### config.mk
export PLATFORM = sky130hd
export DESIGN_NAME = dds_phase_accum
export DESIGN_NICKNAME = d
export VERILOG_FILES = /design/src/rtl/dds_phase_accum.sv
export SDC_FILE = /design/constraint.sdc
export NUM_CORES = 1
export LEC_CHECK = 0
export ABC_AREA = 1
export BUFFER_PORTS_ARGS = -buffer_cell sky130_fd_sc_hd__buf_2
export CAP_MARGIN = 20
export CORE_MARGIN = 10
export CORE_UTILIZATION = 55
export CTS_BUF_LIST = sky130_fd_sc_hd__clkbuf_4
export DETAILED_ROUTE_END_ITERATION = 12
export PLACE_DENSITY_LB_ADDON = 0.15
export SLEW_MARGIN = 10
export SYNTH_ARGS = -nofsm -noshare
export SYNTH_HDL_FRONTEND = slang
export SYNTH_SLANG_ARGS = --single-unit
### constraint.sdc
create_clock -name clk -period 2.2 [get_ports clk]
set_input_delay 0.33 -clock clk [delete_from_list [all_inputs] [get_ports clk]]
set_output_delay 0.33 -clock clk [all_outputs]
set_load 0.02 [all_outputs]
### src/rtl/dds_phase_accum.sv
// DDS phase accumulator: byte-wise shadow/commit tuning registers, wrapping accumulator, registered phase.
// Optional PHASE_DITHER_EN adds a 16-bit Galois LFSR dither ahead of phase truncation.
module dds_phase_accum #(
    parameter int ACC_W   = 24,
    parameter int PHASE_W = 14,
    parameter int REG_AW  = 3
) (
    input  logic               clk,
    input  logic               rst_n,
    input  logic               ena,
    input  logic               wr_stb,
    input  logic [REG_AW-1:0]  wr_addr,
    input  logic [7:0]         wr_data,
    input  logic               commit,
    input  logic               sync_clr,
    output logic [PHASE_W-1:0] phase_out,
    output logic               wrap,
    output logic               pending
);

    localparam int FTW_EXT_W = (ACC_W > 24) ? ACC_W : 24;
    localparam int OFF_EXT_W = (PHASE_W > 16) ? PHASE_W : 16;

    logic [ACC_W-1:0]     acc;
    logic [ACC_W-1:0]     ftw_shadow, ftw_active, ftw_shadow_next;
    logic [PHASE_W-1:0]   off_shadow, off_active, off_shadow_next;
    logic [FTW_EXT_W-1:0] ftw_ext;
    logic [OFF_EXT_W-1:0] off_ext;
    logic                 wr_valid;
    logic [ACC_W:0]       acc_sum;
    logic [ACC_W-1:0]     phase_src;

    // Byte merge of the incoming write; the commit path reads the merged value so a
    // same-cycle write is forwarded into the active registers.
    // NOTE: every always_comb output gets a default first, so no path can infer a latch.
    always_comb begin
        ftw_ext  = FTW_EXT_W'(ftw_shadow);
        off_ext  = OFF_EXT_W'(off_shadow);
        wr_valid = 1'b0;
        if (wr_stb) begin
            case (wr_addr)
                REG_AW'(0): begin ftw_ext[7:0]   = wr_data; wr_valid = 1'b1; end
                REG_AW'(1): begin ftw_ext[15:8]  = wr_data; wr_valid = 1'b1; end
                REG_AW'(2): begin ftw_ext[23:16] = wr_data; wr_valid = 1'b1; end
                REG_AW'(3): begin off_ext[7:0]   = wr_data; wr_valid = 1'b1; end
                REG_AW'(4): begin off_ext[15:8]  = wr_data; wr_valid = 1'b1; end
                default: ;
            endcase
        end
        ftw_shadow_next = ftw_ext[ACC_W-1:0];
        off_shadow_next = off_ext[PHASE_W-1:0];
    end

    // NOTE: sequential state uses non-blocking assignments so every register samples pre-edge values.
    always_ff @(posedge clk or negedge rst_n) begin
        if (!rst_n) begin
            ftw_shadow <= '0;
            off_shadow <= '0;
            ftw_active <= '0;
            off_active <= '0;
            pending    <= 1'b0;
        end else begin
            ftw_shadow <= ftw_shadow_next;
            off_shadow <= off_shadow_next;
            if (commit) begin
                ftw_active <= ftw_shadow_next;
                off_active <= off_shadow_next;
                pending    <= 1'b0;
            end else if (wr_valid) begin
                pending    <= 1'b1;
            end
        end
    end

    assign acc_sum = {1'b0, acc} + {1'b0, ftw_active};

    always_ff @(posedge clk or negedge rst_n) begin
        if (!rst_n) begin
            acc       <= '0;
            wrap      <= 1'b0;
            phase_out <= '0;
        end else begin
            if (sync_clr) begin
                acc  <= '0;
                wrap <= 1'b0;
            end else if (ena) begin
                acc  <= acc_sum[ACC_W-1:0];
                wrap <= acc_sum[ACC_W];
            end else begin
                wrap <= 1'b0;
            end
            // Phase is taken from the registered accumulator, hence the one-cycle lag.
            phase_out <= phase_src[ACC_W-1 -: PHASE_W] + off_active;
        end
    end

`ifdef PHASE_DITHER_EN
    localparam int DITHER_W = ACC_W - PHASE_W;

    logic [15:0]      lfsr;
    logic [ACC_W-1:0] dither;

    always_comb begin
        dither = '0;
        for (int i = 0; i < DITHER_W && i < 16; i++) dither[i] = lfsr[i];
    end

    // Dither only perturbs the truncation point; the carry out of the sum is dropped.
    assign phase_src = acc + dither;

    // Galois form of x^16+x^14+x^13+x^11+1 (right shift, toggle mask 0xB400).
    always_ff @(posedge clk or negedge rst_n) begin
        if (!rst_n)   lfsr <= 16'hACE1;
        else if (ena) lfsr <= {1'b0, lfsr[15:1]} ^ (lfsr[0] ? 16'hB400 : 16'h0000);
    end
`else
    assign phase_src = acc;
`endif

endmodule
---- After elaboration in Yosys (flattened, before gate mapping) ----
Cells that the tools add are included.
storage, ports and cells
  bits in registers ....................... 116
  output and inout bits ................... 16
cells by class
  add/sub/neg operators ................... 2
  reduce and logical (&&, ||, !) cells .... 4
  equality and inequality tests ........... 4
  mux-type cells .......................... 15
operators by type and width
  kind                                                                    number
  24-bit two-way mux                                                      3
  8-bit two-way mux                                                       4
  24-bit by 24-bit adder with 25-bit output                               1
  14-bit adder                                                            1
  14-bit two-way mux                                                      1
  3-bit by 2-bit equality test with 1-bit output (second input constant)  2
  1-bit two-way mux                                                       6
  6-bit two-way mux                                                       1
  5-bit OR reduction                                                      1
  2-bit nonzero test                                                      2
  3-bit by 1-bit equality test with 1-bit output (second input constant)  1
  3-bit equality test (second input constant)                             1
  3-bit logical NOT                                                       1

---- Depth between registers and ports, before layout ----
Gate-level depths: netlist (run 1).
  word-level depth ........................ 6
  mapped depth ............................ 12
  depth with buffers taken out ............ 12

---- Least setup slack after synthesis (run 1) ----
OpenSTA, ideal clock, no wires.
  path type ............................... register to register
  from .................................... reg acc[0]
  to ...................................... reg wrap
  data required time ...................... 2.086 ns
  arrival time ............................ 1.690 ns
  period minus slack after synthesis ...... 1.804 ns
  library setup time ...................... 0.114 ns
  path slack .............................. 0.396 ns
  stages on the path, launching flop included .. 13
  path buffers ............................ 0
  path through ............................ dfrtp_1 ha_1 fa_1 nand3_1 nand3_1 nand2_1 nand3_1 nand2_1 nand2_1 nand2_1 nand2_1 nand2_1 inv_1
on the way
  word-level cells in the longest chain between the ends .. 3
ends and longest elaborated chain
  item                                       line  text
  start, declared                            24    logic [ACC_W-1:0] acc;
  start signal, assigned                     87    acc <= acc_sum[ACC_W-1:0];
  24-bit by 24-bit adder with 25-bit output  75    assign acc_sum = {1'b0, acc} + {1'b0, ftw_active};
  1-bit two-way mux                          86    end else if (ena) begin
  1-bit two-way mux                          83    if (sync_clr) begin
  end signal, assigned                       88    wrap <= acc_sum[ACC_W];
  end, declared                              17    output logic wrap,
No other way between the ends.
A chain may end at the register's enable or synchronous reset.

---- Final worst setup path (run 1) ----
Same ends and word-level chain as after synthesis.

==> results of run 1 <==
## layer usage
| layer | wire, um | track usage, % |
|---|---|---|
| met1 | 7056 | 25.89 |
| met4 | 325 | 8.808 |
| met3 | 869 | 4.508 |
| met5 | 0 | 0 |
| met2 | 6913 | 29.86 |
## cell type report
class	count	share of cell area [%]
multi-input cells	547	43.41
flip-flops and latches	116	41.17
inverters	98	5.217
repair buffers	39	3.478
well taps	143	2.538
clock buffers	21	2.236
clock inverters	11	1.917
diodes	1	0.03549
## sequential cells by signal, summed over array words and instances, names as in the netlist
| name | cells |
|---|---|
| ftw_shadow | 24 |
| ftw_active | 24 |
| pending | 1 |
| phase_out | 14 |
| acc | 24 |
| off_active | 14 |
| off_shadow | 14 |
| wrap | 1 |
## placed cells by master (no fill, tap or decap), types with 3 or more instances in the layout
master                       synthesis  layout
sky130_fd_sc_hd__o21ai_0            10      10
sky130_fd_sc_hd__dfrtp_1           116     116
sky130_fd_sc_hd__nor3_1              6       6
sky130_fd_sc_hd__ha_1               37      37
sky130_fd_sc_hd__o21ai_1            38      38
sky130_fd_sc_hd__o21bai_1            3       3
sky130_fd_sc_hd__nand4_1             6       6
sky130_fd_sc_hd__clkbuf_4            0      21
sky130_fd_sc_hd__buf_2               5      31
sky130_fd_sc_hd__clkinvlp_4          0       3
sky130_fd_sc_hd__xor2_1              9       9
sky130_fd_sc_hd__nand3_1            40      40
sky130_fd_sc_hd__bufinv_16           0       3
sky130_fd_sc_hd__buf_4               0       4
sky130_fd_sc_hd__nand2_1           260     260
sky130_fd_sc_hd__inv_1              96      96
sky130_fd_sc_hd__nor2_1             41      41
sky130_fd_sc_hd__clkinv_2            0       3
sky130_fd_sc_hd__mux2_2             38      38
sky130_fd_sc_hd__nand3b_1            7       7
sky130_fd_sc_hd__a21oi_1            31      30
sky130_fd_sc_hd__xnor2_1             6       6
## metrics by stage
step / worst slack (ns) / total power, W
after floorplan: 0.3963 / 0.004531
after global placement: 0.2542 / 0.005144
after detailed placement: 0.2127 / 0.005224
after CTS: 0.2071 / 0.006871
after global routing: 0.0009937 / 0.007339
final: 0.1968 / 0.006832
## critical path, delay by kind of cell (launching register included)
family	cells	cell delay (ns)
and+or+nand+nor	9	0.82
DFF	1	0.40
buffers and inverters	1	0.04
adders and majority gates	2	0.67
## power by group through the flow
stage	clock network (W)	registers, W	logic (W)
5_1_grt	0.00176	0.00296	0.00261
3_3_place_gp	0	0.00293	0.00222
4_1_cts	0.00167	0.00291	0.00229
3_5_place_dp	0	0.00295	0.00228
2_1_floorplan	0	0.00302	0.00152
6_report	0.00163	0.00291	0.00229
## logic make-up (layout without fill, tap and decap cells)
logic type	after synthesis	in the layout	share of synthesized area (%)
compound gates	88	88	7.269
xor+xnor	15	15	2.057
buf+inv	110	169	6.681
flops	116	116	45.45
fa+ha+maj	39	39	7.876
mux	38	38	6.701
simple gates	367	367	23.96
other cells	0	1	0
## how the worst min path moves through the flow
stage / from / slack (ns) / to
floorplan: rst_n / 0.03 / acc[0]
global placement: rst_n / 0.36 / off_shadow[0]
detailed placement: rst_n / 0.36 / off_shadow[0]
CTS: wr_stb / 0.03 / pending
global route: wr_stb / 0.05 / pending
finish: wr_stb / 0.07 / pending
## timing repair
item / 4_1_cts / 5_1_grt
hold endpoints to repair: 42 / 0
gates resized for setup: 0 / 1
endpoints found under the setup margin: 0 / 1
hold buffers: 2 / 0
buffers inserted: 0 / 0
==> flow_metrics.py, run 1 <==
metrics = {
    "run_status": {
        "outcome": "complete, no violations",
    },
    "setup_path": {
        "worstReg2RegEnd": "wrap",
        "path_class": "reg2reg",
        "critPathMaxFanout": 4,
        "worst_ep_required_time_ns": 2.65,
        "worst-endpoint-arrival_ns": 2.45,
        "critical_path.endpoint": "wrap",
        "regToRegSetupSlack_ns": 0.20,
        "critPathMaxStageDelay_ns": 0.44,
        "timing.critical_path.slowest_stage_cell": "sky130_fd_sc_hd__fa_1",
        "cp_cell_sequence": "ha_1, fa_1, nand3_1, nand3_1, nand2_1, nand3_1, nand2_1, nand2_1, nand2_1, nand2_1, nand2_1, inv_1",
        "r2r-start": "acc[0]",
        "crit_path_start": "acc[0]",
        "rr_worst_depth": 12,
        "endpoint_kind": "flop",
        "start_kind": "flop",
        "critical_path.most_common_cell": "sky130_fd_sc_hd__nand2_1",
    },
    "grt": {
        "grt_usage_pct": 19.54,
        "gr_overflow_total": 0,
        "grt_max_degree": 43,
        "grt_first_pass_wirelength_um": 25340,
        "first_global_vias": 5091,
        "initial_antenna_violation_count": 1,
    },
    "power_and_ir_drop": {
        "p_int_w": 0.004313,
        "p_comb_share_pct": 33.6,
        "p_per_area_nw_per_um2": 969.0,
        "p_leak_nw": 3.862,
        "swShare_pct": 36.87,
        "pwr-share-seq_pct": 42.6,
        "vdd.ir_drop.worst_uv": 563.4,
        "net-switching-power_w": 0.002519,
        "clock_power_share_pct": 23.9,
    },
    "die": {
        "die_area_sq_um": 16320,
        "initial_utilization_pct": 56.17,
        "fp.dieH_um": 127.8,
        "io-pin-count": 33,
        "dieWidth_um": 127.8,
        "placement_rows": 39,
        "core_area_sq_um": 11370,
    },
    "timing": {
        "final_period_minus_worst_setup_slack_ns": 2.003,
        "final.setup.tns_ns": 0,
        "worst_clock_skew_ns": 0.02511,
        "timing.final.hold_violations": 0,
        "timing_max_transition_violations_final": 0,
        "period_share_pct": 91.05,
        "slew_hr_pct": 61.15,
        "max_slew.worst_pin.slew_ns": 0.5827,
        "grt_setup_unrepaired": "false",
        "timing.final.setup_violations": 0,
        "timing.fmax_ghz": 0.4992,
        "worst_hold_slack_ns": 0.07325,
    },
    "synthesis": {
        "synth_area_leader_cell": "sky130_fd_sc_hd__dfrtp_1",
        "yosys.area.top_type_share_pct": 45.45,
        "synth_area_sq_um": 6386,
        "synth-main-ff-cell": "sky130_fd_sc_hd__dfrtp_1",
        "synth_edf_count": 0,
        "synth.cells.most_frequent": "260 x sky130_fd_sc_hd__nand2_1, 116 x sky130_fd_sc_hd__dfrtp_1, 96 x sky130_fd_sc_hd__inv_1, 41 x sky130_fd_sc_hd__nor2_1, 40 x sky130_fd_sc_hd__nand3_1",
        "ys_seq_elements": 116,
        "synth-async-reset-ratio_pct": 100.0,
        "synthesized_instance_count": 773,
        "post-synth-top-count-cell": "sky130_fd_sc_hd__nand2_1",
        "ys_warnings": 0,
        "post_synthesis_net_count": 829,
        "syn_avg_cell_area_sq_um": 8.261,
        "synth_area_leaders": "sky130_fd_sc_hd__dfrtp_1 45%, sky130_fd_sc_hd__nand2_1 15%, sky130_fd_sc_hd__ha_1 7.2%, sky130_fd_sc_hd__mux2_2 6.7%, sky130_fd_sc_hd__inv_1 5.6%",
        "seq_area_frac_synth_pct": 45.45,
        "post_synth_num_cell_types": 30,
    },
    "clock_network": {
        "cts_buffer_depth": 2,
        "cts_max_level": 4,
        "clkSlewWorstSetupHoldPaths_ns": 0.11,
        "cts-buffers-inserted": 17,
        "cts_root_buf": "sky130_fd_sc_hd__clkbuf_4",
        "clk-insertion-delay-late_ns": 0.54,
        "clock_sinks": 116,
        "cts_tree": "built",
    },
    "worst_hold_path": {
        "hold_class": "in2reg",
        "worstHoldPathCells": 3,
    },
    "placement": {
        "placed_cell_area_sq_um": 6731,
        "placedCellCount": 941,
        "numPortBuffers": 32,
        "place.gp.congestion": 0.9882,
        "hpwlAfterDp_um": 11360,
    },
    "finish": {
        "design.final.nets": 875,
        "fillerInstances": 995,
        "post_route_cells_drive_above_1_share_pct": 13.82,
        "final_core_utilization_pct": 62.01,
        "finalNonFillerCells": 976,
        "final_design_area_no_fill_sq_um": 7051,
        "syn_to_final_growth_pct": 10.40,
        "area_occupied_by_multi_input_gates_sq_um": 3060,
        "sequential_standard_cell_area_sq_um": 2903,
    },
    "routing": {
        "drc_errors_left": 0,
        "detail_route.vias_per_cell": 5.294,
        "detail_route.iter0.violations": 464,
        "wl_per_cell_um": 15.54,
        "detailroute.via_count": 5167,
        "detail_route.first_pass.iterations": 6,
        "ant_nets": 0,
        "postRouteWirelength_um": 15160,
    },
    "job": {
        "maxCapViolCount": 0,
    },
}
Power figures use the tool's default switching activity.
==> inputs of run 2 (changes only) <==
RECOVER_POWER = 100   (was default)
==> flow_metrics.py, run 2 (synthesis gave the netlist of run 1 again) <==
metrics = {
    "run_status": {
        "outcome": "complete, no violations",
    },
    "clock_network": {
        "cts_buffer_depth": 2,
        "clk-insertion-delay-late_ns": 0.55,
        "post-cts-setup-buffer-count": 0,
        "clock_sinks": 116,
        "clkSlewWorstSetupHoldPaths_ns": 0.12,
        "cts_max_level": 4,
        "cts_root_buf": "sky130_fd_sc_hd__clkbuf_4",
        "cts_tree": "built",
        "cts-buffers-inserted": 17,
    },
    "timing": {
        "final.setup.tns_ns": 0,
        "timing.final.ws_setup_ns": 0.1903,
        "timing_max_transition_violations_final": 0,
        "timing.final.setup_violations": 0,
        "max_slew.worst_pin.slew_ns": 1.171,
        "slew_hr_pct": 21.92,
        "period_share_pct": 91.35,
        "timing.fmax_ghz": 0.4976,
        "grt_setup_unrepaired": "false",
        "worst_clock_skew_ns": 0.02487,
        "timing.final.hold_violations": 0,
        "final_period_minus_worst_setup_slack_ns": 2.010,
    },
    "routing": {
        "detail_route.vias_per_cell": 5.324,
        "ant_nets": 0,
        "detailroute.via_count": 5196,
        "drc_errors_left": 0,
        "detail_route.first_pass.iterations": 5,
        "met2_wirelength_um": 6875,
        "dr_wl_met3_um": 929,
        "wl_per_cell_um": 15.49,
        "detail_route.iter0.violations": 485,
        "route.top_layer_used": "met4",
        "postRouteWirelength_um": 15120,
        "routedLengthMet1_um": 6945,
    },
    "setup_path": {
        "cp_cell_sequence": "ha_1, fa_1, nand3_1, nand3_1, nand2_1, nand3_1, nand2_1, nand2_1, nand2_1, nand2_1, nand2_1, inv_1",
        "path_class": "reg2reg",
        "start_kind": "flop",
        "endpoint_kind": "flop",
        "critPathMaxFanout": 4,
        "regToRegSetupSlack_ns": 0.19,
        "worstReg2RegEnd": "wrap",
        "worst_ep_required_time_ns": 2.66,
        "rr_worst_depth": 12,
        "cp.buffers_inverters": 1,
        "crit_path_start": "acc[0]",
        "timing.critical_path.slowest_stage_cell": "sky130_fd_sc_hd__fa_1",
        "r2r-start": "acc[0]",
        "critical-path-top-delay-family": "simple AND/OR/NAND/NOR gates",
        "critPathMaxStageDelay_ns": 0.44,
        "worst-endpoint-arrival_ns": 2.47,
        "critical_path.most_common_cell": "sky130_fd_sc_hd__nand2_1",
    },
    "worst_hold_path": {
        "hp-start": "wr_stb",
        "worstHoldPathCells": 3,
        "hold_end": "pending",
        "hold_class": "in2reg",
    },
    "die": {
        "placement_rows": 39,
        "io-pin-count": 33,
        "core_area_sq_um": 11370,
        "dieWidth_um": 127.8,
        "die_area_sq_um": 16320,
        "fp.dieH_um": 127.8,
        "initial_utilization_pct": 56.17,
    },
    "power_and_ir_drop": {
        "final_total_power_w": 0.006779,
        "vdd.ir_drop.worst_uv": 558.1,
        "p_leak_nw": 3.792,
        "p_per_area_nw_per_um2": 968.7,
    },
    "finish": {
        "finalNonFillerCells": 976,
        "design.final.nets": 875,
        "most-common-layout-cells": "262 x sky130_fd_sc_hd__nand2_1, 116 x sky130_fd_sc_hd__dfrtp_1, 97 x sky130_fd_sc_hd__inv_1",
        "syn_to_final_growth_pct": 9.581,
        "mostFrequentLayoutCell": "sky130_fd_sc_hd__nand2_1",
        "final_core_utilization_pct": 61.55,
        "fillerInstances": 1015,
        "reg_top3": "acc x24, ftw_active x24, ftw_shadow x24",
        "post_route_cells_drive_above_1_share_pct": 10.94,
    },
    "placement": {
        "hpwlAfterDp_um": 11360,
        "place.gp.congestion": 0.9882,
        "numPortBuffers": 32,
        "placedCellCount": 941,
        "pre_cts_slack_ns": 0.2127,
    },
    "grt": {
        "grt_max_degree": 43,
        "gr_overflow_total": 0,
        "grt_first_pass_wirelength_um": 25340,
        "grt_usage_pct": 19.54,
        "first_global_vias": 5091,
        "initial_antenna_violation_count": 1,
    },
    "job": {
        "maxCapViolCount": 0,
    },
}
-- run 2: cell type report --
| cell class | count | area, sq um | area share, % |
|---|---|---|---|
| multi-input combinational | 547 | 3053 | 43.63 |
| sequential | 116 | 2903 | 41.48 |
| inverter | 98 | 367.9 | 5.257 |
| timing repair buffer | 39 | 200.2 | 2.861 |
| tap | 143 | 178.9 | 2.557 |
| clock buffer | 21 | 157.7 | 2.253 |
| clock inverter | 11 | 135.1 | 1.931 |
| antenna | 1 | 2.502 | 0.03576 |
-- run 2: worst max-delay path by stage --
| stage | slack, ns | cells past startpoint | endpoint |
|---|---|---|---|
| 6_report | 0.19 | 12 | wrap |
| 5_1_grt | 0.001 | 3 | ftw_shadow[22] |
| 4_1_cts | 0.21 | 12 | wrap |
| 3_5_place_dp | 0.21 | 12 | wrap |
| 3_3_place_gp | 0.25 | 12 | wrap |
| 2_1_floorplan | 0.40 | 12 | wrap |
-- run 2: report_power, final --
group | switching, W | total (W) | internal (W)
sequential | 0.000284 | 0.00291 | 0.00263
clock | 0.000806 | 0.00163 | 0.000823
combinational | 0.00143 | 0.00224 | 0.000811
-- run 2: what timing repair did --
item	in CTS	in global routing
hold buffers	2	0
endpoints found under the hold margin	42	0
resized for setup	0	1
setup endpoints to repair	0	1
-- run 2: layer usage --
| layer | track usage [%] | vias to the layer above |
|---|---|---|
| li1 | - | 2582 |
| met1 | 25.89 | 2454 |
| met4 | 8.808 | 0 |
| met2 | 29.86 | 137 |
| met3 | 4.508 | 23 |
| met5 | 0 | - |
-- run 2: worst reg2reg max path, stage by stage (launching register included) --
cell and delay, ns:
sky130_fd_sc_hd__dfrtp_1 0.40, sky130_fd_sc_hd__ha_1 0.23, sky130_fd_sc_hd__fa_1 0.44, sky130_fd_sc_hd__nand3_1 0.10, sky130_fd_sc_hd__nand3_1 0.14, sky130_fd_sc_hd__nand2_1 0.09
sky130_fd_sc_hd__nand3_1 0.13, sky130_fd_sc_hd__nand2_1 0.12, sky130_fd_sc_hd__nand2_1 0.07, sky130_fd_sc_hd__nand2_1 0.06, sky130_fd_sc_hd__nand2_1 0.05, sky130_fd_sc_hd__nand2_1 0.06
sky130_fd_sc_hd__inv_1 0.04
-- run 2: per-stage QoR --
stage	cell area, sq um	hold slack (ns)
2_1_floorplan	6386	0.03441
3_3_place_gp	6731	0.3594
3_5_place_dp	6731	0.3621
4_1_cts	7044	0.03166
5_1_grt	6998	0.04712
6_report	6998	0.06477
==> inputs of run 3 (changes only) <==
CORE_ASPECT_RATIO = 2   (was default)
CORE_MARGIN = 4   (was 10)
==> flow_metrics.py, run 3 (synthesis gave the netlist of run 1 again) <==
metrics = {
    "clock_network": {
        "clkSlewWorstSetupHoldPaths_ns": 0.12,
        "cts_buffer_depth": 2,
        "post-cts-setup-buffer-count": 0,
        "cts_tree": "built",
        "cts-buffers-inserted": 17,
        "clk-insertion-delay-late_ns": 0.53,
        "cts_max_level": 4,
        "clock_sinks": 116,
        "cts_root_buf": "sky130_fd_sc_hd__clkbuf_4",
    },
    "power_and_ir_drop": {
        "p_comb_share_pct": 32.5,
        "final_total_power_w": 0.006974,
        "vdd.ir_drop.worst_uv": 645.5,
        "p_leak_nw": 3.802,
        "p_per_area_nw_per_um2": 994.9,
        "p_int_w": 0.004353,
        "swShare_pct": 37.58,
        "clock_power_share_pct": 25.7,
        "net-switching-power_w": 0.002621,
        "pwr-share-seq_pct": 41.8,
    },
    "timing": {
        "worst_clock_skew_ns": 0.01579,
        "period_share_pct": 91.38,
        "max_slew.worst_pin.slew_ns": 1.273,
        "final.setup.tns_ns": 0,
        "timing.final.hold_violations": 0,
        "timing.final.ws_setup_ns": 0.1897,
        "timing_max_transition_violations_final": 0,
        "slew_hr_pct": 15.10,
        "grt_setup_unrepaired": "false",
        "final_period_minus_worst_setup_slack_ns": 2.010,
        "timing.fmax_ghz": 0.4974,
        "timing.final.setup_violations": 0,
    },
    "routing": {
        "postRouteWirelength_um": 16460,
        "met2_wirelength_um": 8796,
        "wl_per_cell_um": 16.85,
        "detail_route.first_pass.iterations": 5,
        "dr_wl_met3_um": 592,
        "detail_route.vias_per_cell": 5.465,
        "routedLengthMet1_um": 5788,
        "drc_errors_left": 0,
        "route.top_layer_used": "met4",
        "detailroute.via_count": 5339,
        "detail_route.iter0.violations": 263,
        "ant_nets": 0,
    },
    "die": {
        "fp.dieH_um": 160.4,
        "die_area_sq_um": 13500,
        "io-pin-count": 33,
        "initial_utilization_pct": 56.24,
        "core_area_sq_um": 11350,
        "dieWidth_um": 84.20,
        "placement_rows": 55,
    },
    "grt": {
        "initial_antenna_violation_count": 1,
        "first_global_vias": 5523,
        "gr_overflow_total": 0,
        "grt_first_pass_wirelength_um": 26590,
        "grt_max_degree": 51,
        "grt_usage_pct": 25.67,
    },
    "setup_path": {
        "critPathMaxStageDelay_ns": 0.40,
        "critPathMaxFanout": 4,
        "timing.critical_path.slowest_stage_cell": "sky130_fd_sc_hd__dfrtp_1",
        "worst-endpoint-arrival_ns": 2.45,
        "cp_cell_sequence": "ha_1, fa_2, nand3_1, nand3_1, nand2_1, nand3_1, nand2_1, nand2_1, nand2_1, nand2_1, nand2_1, inv_1",
        "critical_path.most_common_cell": "sky130_fd_sc_hd__nand2_1",
        "rr_worst_depth": 12,
        "number_of_cells_on_the_critical_path": 12,
        "critical-path-top-delay-family": "simple AND/OR/NAND/NOR gates",
        "worst_ep_required_time_ns": 2.64,
        "cp.buffers_inverters": 1,
        "start_kind": "flop",
        "path_class": "reg2reg",
        "endpoint_kind": "flop",
    },
    "placement": {
        "place.gp.congestion": 0.9879,
        "placed_cell_area_sq_um": 6740,
        "numPortBuffers": 32,
        "pre_cts_slack_ns": 0.1876,
        "hpwlAfterDp_um": 12660,
    },
    "finish": {
        "reg_top3": "acc x24, ftw_active x24, ftw_shadow x24",
        "syn_to_final_growth_pct": 9.757,
        "mostFrequentLayoutCell": "sky130_fd_sc_hd__nand2_1",
        "fillerInstances": 1034,
        "post_route_cells_drive_above_1_share_pct": 10.43,
        "final_design_area_no_fill_sq_um": 7009,
        "most-common-layout-cells": "262 x sky130_fd_sc_hd__nand2_1, 116 x sky130_fd_sc_hd__dfrtp_1, 96 x sky130_fd_sc_hd__inv_1",
        "design.final.nets": 878,
    },
    "worst_hold_path": {
        "hold_class": "in2reg",
        "worstHoldPathCells": 3,
    },
    "run_status": {
        "outcome": "complete, no violations",
    },
    "job": {
        "maxCapViolCount": 0,
    },
}
## run 3: changes by cell type in the layout (fill, tap and decap cells not counted), sizes merged
cell,before,now
inv,98,100
clkinv,5,7
clkinvlp,3,1
clkbuf,42,41
bufinv,3,4
## run 3: per-stage QoR
step / instances / util, % / hold WS, ns
floorplan: 773 / - / 0.03441
global placement: 943 / 59.36 / 0.2399
detailed placement: 943 / 59.36 / 0.2478
CTS: 976 / 62.45 / 0.04709
global route: 977 / 61.73 / 0.06133
finish: 977 / 61.73 / 0.07576
## run 3: layout make-up
class	count	area, sq um	share of cell area, %
antenna	1	2.502	0.03570
clock buffer	17	127.6	1.821
clock inverter	14	202.7	2.892
inverter	98	367.9	5.248
multi-input combinational	547	3010	42.95
sequential	116	2903	41.41
tap	142	177.7	2.535
timing repair buffer	42	217.7	3.106
## run 3: timing repair
item | in CTS | in global routing
gates resized for setup | 0 | 1
hold buffers | 2 | 0
hold endpoints to repair | 22 | 0
setup endpoints to repair | 0 | 3
## run 3: worst paths after layout
| check | endpoint | slack (ns) | from |
|---|---|---|---|
| hold reg to reg | ftw_shadow[11] | 0.51 | ftw_shadow[11] |
| setup / recovery | wrap | 0.19 | acc[0] |
| setup reg to reg | wrap | 0.19 | acc[0] |
| hold / removal | pending | 0.08 | wr_stb |
| max in group asynchronous | ftw_shadow[17] | 0.43 | rst_n |
| min in group asynchronous | off_active[2] | 0.59 | rst_n |
## run 3: worst min-delay path, cell delays in order
cell	delay, ns
sky130_fd_sc_hd__clkbuf_1	0.11
sky130_fd_sc_hd__nand2_1	0.08
sky130_fd_sc_hd__a21oi_1	0.06
## run 3: power groups by stage
stage | Sequential, W | Clock (W) | Combinational [W]
2_1_floorplan | 0.00302 | 0 | 0.00152
3_3_place_gp | 0.00294 | 0 | 0.00225
3_5_place_dp | 0.00295 | 0 | 0.00231
4_1_cts | 0.00292 | 0.00183 | 0.00233
5_1_grt | 0.00296 | 0.00192 | 0.00255
6_report | 0.00292 | 0.00179 | 0.00227
## run 3: per-layer routing
| layer | GRT usage, % | vias up |
|---|---|---|
| met5 | 0 | - |
| met4 | 18.23 | 0 |
| met3 | 4.877 | 68 |
| met2 | 47.88 | 167 |
| met1 | 24.22 | 2510 |
| li1 | - | 2594 |
